`src/rtl/clk_div_prog.sv`:
```
// -----------------------------------------------------------------------------
// clk_div_prog
//
// Programmable clock divider and tick generator. Produces a registered divided
// waveform (clk_out) with runtime-programmable period and high time, plus a
// one-cycle tick on the last cycle of every period. A new configuration is
// accepted through a valid/ready port, parked in pending registers and only
// made active at a period boundary, or at once while the divider is disabled,
// so a running period is never truncated or stretched.
//
// Build option:
//   CLK_DIV_PROG_DUTY_EN  defined   : cfg_high / DEFAULT_HIGH set the high time.
//                         undefined : high time is always period>>1 (floor 50%),
//                                     cfg_high is ignored, no high_pend register.
//
// Parameters:
//   CNT_W           width of counter, period and high-time fields
//   DEFAULT_PERIOD  period in clk cycles after reset
//   DEFAULT_HIGH    high time in clk cycles after reset (duty build only)
//
// Ports:
//   clk         in   system clock, rising edge
//   rst_n       in   asynchronous active-low reset
//   en          in   run enable; counter held at phase 0 while low
//   cfg_valid   in   new configuration offered
//   cfg_ready   out  configuration can be accepted (no config pending)
//   cfg_period  in   requested period in cycles, must be >= 2
//   cfg_high    in   requested high time in cycles
//   cfg_err     out  one-cycle pulse, offered config rejected (period < 2)
//   clk_out     out  divided waveform, registered
//   tick        out  one-cycle pulse on last cycle of each period, registered
// -----------------------------------------------------------------------------
module clk_div_prog #(
    parameter int unsigned CNT_W          = 32,
    parameter int unsigned DEFAULT_PERIOD = 50000,
    parameter int unsigned DEFAULT_HIGH   = 25000
) (
    input  logic             clk,
    input  logic             rst_n,
    input  logic             en,
    input  logic             cfg_valid,
    output logic             cfg_ready,
    input  logic [CNT_W-1:0] cfg_period,
    input  logic [CNT_W-1:0] cfg_high,
    output logic             cfg_err,
    output logic             clk_out,
    output logic             tick
);

    localparam logic [CNT_W-1:0] L_ONE        = CNT_W'(1);
    localparam logic [CNT_W-1:0] L_MIN_PERIOD = CNT_W'(2);
    localparam logic [CNT_W-1:0] L_RST_PERIOD = CNT_W'(DEFAULT_PERIOD);

    // Phase counter and active configuration
    logic [CNT_W-1:0] r_cnt;
    logic [CNT_W-1:0] r_per_act;
    logic [CNT_W-1:0] w_high_act;

    // Pending configuration
    logic [CNT_W-1:0] r_per_pend;
    logic             r_pend_v;

    // Registered outputs
    logic             r_clk_out;
    logic             r_tick;
    logic             r_cfg_err;

    // Decoded events
    logic             w_wrap;
    logic             w_hs;
    logic             w_cfg_bad;
    logic             w_apply;
    logic [CNT_W-1:0] w_cnt_nxt;

`ifdef CLK_DIV_PROG_DUTY_EN
    localparam logic [CNT_W-1:0] L_RST_HIGH = CNT_W'(DEFAULT_HIGH);

    logic [CNT_W-1:0] r_high_act;
    logic [CNT_W-1:0] r_high_pend;

    assign w_high_act = r_high_act;
`else
    // High time tracks the period; the duty inputs exist only for port
    // compatibility with the programmable-duty build.
    localparam logic [CNT_W-1:0] L_UNUSED_DEFAULT_HIGH = CNT_W'(DEFAULT_HIGH);

    logic w_unused_cfg_high;

    assign w_unused_cfg_high = ^{cfg_high, L_UNUSED_DEFAULT_HIGH};
    assign w_high_act        = r_per_act >> 1;
`endif

    // Last cycle of the period while running.
    assign w_wrap    = en && (r_cnt == (r_per_act - L_ONE));
    assign w_hs      = cfg_valid && !r_pend_v;
    assign w_cfg_bad = cfg_period < L_MIN_PERIOD;
    // A handshake can only happen with nothing pending, so it never coincides
    // with an apply; a config captured on a wrap therefore waits for the next.
    assign w_apply   = r_pend_v && (w_wrap || !en);

    always_comb begin
        w_cnt_nxt = r_cnt + L_ONE;
        if (!en || w_wrap) begin
            w_cnt_nxt = '0;
        end
    end

    // Counter and waveform. Outputs are decoded from the current phase, so they
    // lag the counter by one cycle and phase 0 appears one cycle after the first
    // enabled edge. A high time >= period simply makes the compare always true.
    // NOTE: sequential state uses non-blocking assignments so every register
    // samples pre-edge values regardless of statement order.
    always_ff @(posedge clk or negedge rst_n) begin
        if (!rst_n) begin
            r_cnt     <= '0;
            r_clk_out <= 1'b0;
            r_tick    <= 1'b0;
        end else begin
            r_cnt     <= w_cnt_nxt;
            r_clk_out <= en && (r_cnt < w_high_act);
            r_tick    <= w_wrap;
        end
    end

    // Configuration handshake and apply. Applying also restarts the counter at
    // phase 0 (wrap or disabled), so the counter never exceeds the new period.
    // NOTE: the pending fields are reset too even though pend_v qualifies them;
    // they are a handful of flops, not a memory, and a known value keeps the
    // block free of X after reset.
    always_ff @(posedge clk or negedge rst_n) begin
        if (!rst_n) begin
            r_per_act   <= L_RST_PERIOD;
            r_per_pend  <= '0;
            r_pend_v    <= 1'b0;
            r_cfg_err   <= 1'b0;
`ifdef CLK_DIV_PROG_DUTY_EN
            r_high_act  <= L_RST_HIGH;
            r_high_pend <= '0;
`endif
        end else begin
            r_cfg_err <= 1'b0;

            if (w_apply) begin
                r_per_act  <= r_per_pend;
`ifdef CLK_DIV_PROG_DUTY_EN
                r_high_act <= r_high_pend;
`endif
                r_pend_v   <= 1'b0;
            end

            if (w_hs) begin
                if (w_cfg_bad) begin
                    r_cfg_err <= 1'b1;
                end else begin
                    r_per_pend  <= cfg_period;
`ifdef CLK_DIV_PROG_DUTY_EN
                    r_high_pend <= cfg_high;
`endif
                    r_pend_v    <= 1'b1;
                end
            end
        end
    end

    assign cfg_ready = !r_pend_v;
    assign cfg_err   = r_cfg_err;
    assign clk_out   = r_clk_out;
    assign tick      = r_tick;

endmodule

```
`config.mk`:
```
export PLATFORM = sky130hd
export DESIGN_NAME = clk_div_prog
export DESIGN_NICKNAME = d
export VERILOG_FILES = /design/src/rtl/clk_div_prog.sv
export SDC_FILE = /design/constraint.sdc
export NUM_CORES = 1
export LEC_CHECK = 0
export BUFFER_PORTS_ARGS = -buffer_cell sky130_fd_sc_hd__buf_4
export CAP_MARGIN = 10
export CORE_AREA = 10 10 117 119
export CTS_CLUSTER_DIAMETER = 80
export DETAILED_ROUTE_END_ITERATION = 16
export DIE_AREA = 0 0 127 129
export HOLD_SLACK_MARGIN = 0.12
export PLACE_DENSITY = 0.76
export SLEW_MARGIN = 25
export SYNTH_ARGS = -nofsm -noshare
export SYNTH_HDL_FRONTEND = slang
export SYNTH_SLANG_ARGS = --single-unit
```
`constraint.sdc`:
```
create_clock -name clk -period 3.9 [get_ports clk]
set_input_delay 0.78 -clock clk [delete_from_list [all_inputs] [get_ports clk]]
set_output_delay 0.78 -clock clk [all_outputs]
set_load 0.05 [all_outputs]
```
==> run_results.csv <==
group,metric,value,unit
clock_network,clk_pin_slew,70,ps
setup_path,critPathLaunch,"r_per_act[2]",
synth,avgSynthCellArea,9.389,µm²
grt,grt_pass1_vias,5504,
finish,num_antenna_cells,0,
grt,grt_overflow_total,0,
timing,slew_headroom,54.63,%
floorplanning,rows,39,
clock_network,post_cts_buffers,0,
timing,rsz0062_at_grt,"no",
clock_network,cts.path.max_buffers,2,
synth,syn-num-nets,816,
routing,via_count,5350,
timing,final-hold-violation-count,0,
synth,yosys.area.top_type_share,34.99,%
routing,routed_via_density,6.149,
synth,ys_dominant_reg_cell,"dfrtp_1",
finish,fin_nets,822,
finish,syn_to_final_growth,8.673,%
clock_network,cts_buffers,9,
routing,detail_route.wirelength,15430,µm
grt,antenna_found_initial,0,
placed_design,dp_cells,854,
floorplanning,fp.dieH,129,µm
finish,final_layout_size_suffix_gt1_share,19.12,%
timing,finalMaxSlewViolations,0,
clock_network,cts_hold_buf,0,
routing,route.detailed.drc,0,
setup_path,endpoint_kind,"flop",
placed_design,port_buffers,39,
synth,netlist-cell-type-count,60,
synth,synth_area_leaders,"dfrtp_1 35%, ha_1 6.0%, mux2_2 5.4%",
timing,skew,10.31,ps
synth,syn_area,6723,µm²
setup_path,cp_data_arrival_time,3760,ps
synth,synth-warning-count,0,
clock_network,root_buffer,"clkbuf_16",
clock_network,htreeDepth,3,
placed_design,globalplace.congestion,0.9346,
timing,timing.fmax,0.2839,GHz
finish,final_common_cell,"dfrtp_1",
floorplanning,io_pins,72,
synth,synthesis.instances,716,
clock_network,clk_latency,350,ps
timing,tightest_slew,680.6,ps
routing,firstDrtPassIters,7,
finish,final_cells,870,
run,drv_cap,0,
setup_path,r2r-start,"r_per_act[2]",
routing,routedWlPerCell,17.73,µm
synth,ys_ff_latch,100,
grt,grt_max_degree,55,
pwr,p_leak,3.305,nW
timing,finalSetupTns,0,ps
grt,grt_pass1_wl,26560,µm
floorplanning,dieArea,16380,µm²
synth,yosys.area.top_type,"dfrtp_1",
timing,finalCriticalPeriod,3522,ps
routing,ant_nets,0,
timing,finalCritPeriodShare,90.31,%
floorplanning,core-area,11320,µm²
pwr,peakVddDrop,0.0003788,V
placed_design,hpwl,11320,µm
synth,synthArstFlopShare,100.0,%
setup_path,cp-start-kind,"flop",
pwr,powerDensity,473.4,nW/µm²
clock_network,cts_resized,0,
hold_path,hold_path.class,"input port to async pin",
routing,drt_iter0_markers,417,
synth,synth_edf_count,0,
clock_network,clock-sinks,100,
clock_network,cts_tree,"done",
floorplanning,die_w,127,µm
outcome,outcome,"complete, no violations",
synth,ys_seq_area_share,37.33,%
timing,setup_viol,0,
setup_path,path_max_fanout,40,
setup_path,cp.required,4130,ps
grt,track_usage,19.22,%
floorplanning,start_util,59.38,%
finish,layout_common_cells,"94 x dfrtp_1, 89 x nand2_1, 50 x buf_4, 41 x xnor2_1, 39 x o211ai_1",
setup_path,critPathKind,"flop to flop",
==> per-layer routing <==
layer,GRT usage (%),vias to the layer above,share of wire (%)
met5,0,-,0
met4,8.171,0,2.4
met3,2.957,29,3.7
met2,30.65,152,46
met1,25.44,2615,47
li1,-,2554,-
==> path summary, 6_finish.rpt <==
check	depth (start not counted)	slack, ps	endpoint
setup / recovery	9	380	r_cnt[20]
setup reg to reg	9	380	r_cnt[20]
hold / removal	1	450	r_cnt[5]
max in group asynchronous	2	2630	r_cnt[21]
min in group clk	1	510	r_per_pend[26]
hold reg to reg	1	510	r_per_pend[26]
==> synth_stat cells (2+ instances only) <==
cell type	n
dfrtp_1	94
nand2_1	89
xnor2_1	41
clkbuf_1	40
o211ai_1	39
inv_1	38
ha_1	32
mux2_2	32
o211ai_2	27
xor2_1	27
and2_1	26
nand3_1	23
nor2_1	22
nand4_1	21
nor4_1	18
a21oi_1	16
nor3_1	14
o21ai_0	14
and3_1	12
a21o_1	11
nor2b_1	9
buf_2	8
dfstp_2	6
and4_1	5
buf_6	4
nor4_4	3
or3_1	3
a2111o_1	2
a2111oi_0	2
a31oi_1	2
mux2i_1	2
nand2b_1	2
o31a_1	2
o31ai_1	2
o32a_1	2
or4_1	2
==> state kept, by name, indices dropped and copies added (netlist names) <==
name        cells
cfg_err         1
r_per_pend     32
r_pend_v        1
r_cnt          32
r_per_act      32
clk_out         1
tick            1
==> cells by family (layout without fill, tap and decap cells) <==
| family | Yosys count | after routing | share of synthesized area [%] |
|---|---|---|---|
| buf+inv | 94 | 105 | 5.918 |
| xor+xnor | 68 | 68 | 8.859 |
| compound gates | 129 | 129 | 15.63 |
| flops | 100 | 100 | 37.33 |
| simple gates | 259 | 259 | 20.64 |
| mux | 34 | 34 | 5.658 |
| fa+ha+maj | 32 | 32 | 5.956 |
==> stage by stage <==
stage / hold WS [ps] / worst slack, ps / util [%] / instance area (µm²) / power, W
6_report: 448.3 / 377.8 / 64.53 / 7306 / 0.003458
2_1_floorplan: 479.8 / 849.2 / - / 6723 / 0.002312
3_5_place_dp: 495.6 / 412.3 / 62.07 / 7027 / 0.002597
5_1_grt: 498.8 / 116.8 / 64.53 / 7306 / 0.003670
3_3_place_gp: 491.9 / 526.6 / 62.07 / 7027 / 0.002525
4_1_cts: 485.7 / 424.2 / 64.53 / 7306 / 0.003458
==> power by group <==
group / internal (W) / total [W] / switching (W)
clock: 0.000455 / 0.000854 / 0.000399
sequential: 0.00125 / 0.00160 / 0.000349
combinational: 0.000471 / 0.00101 / 0.000537
==> area by class of cell <==
type	count	area, µm²
clock buffers	12	246.5
clock inverters	4	32.53
fillers	923	4015
inverters	39	146.4
multi-input cells	522	3816
flip-flops and latches	100	2510
well taps	143	178.9
repair buffers	50	375.4
==> worst max-delay path, cell delays in order (launching register included) <==
cell     delay [ps]
dfrtp_1         520
nor4_4          670
and4_1          480
and3_1          240
a211o_1         140
a31oi_1          70
or4b_1          580
o21a_2          230
buf_4           260
and2_1          200
(Power assumes the default switching activity.)
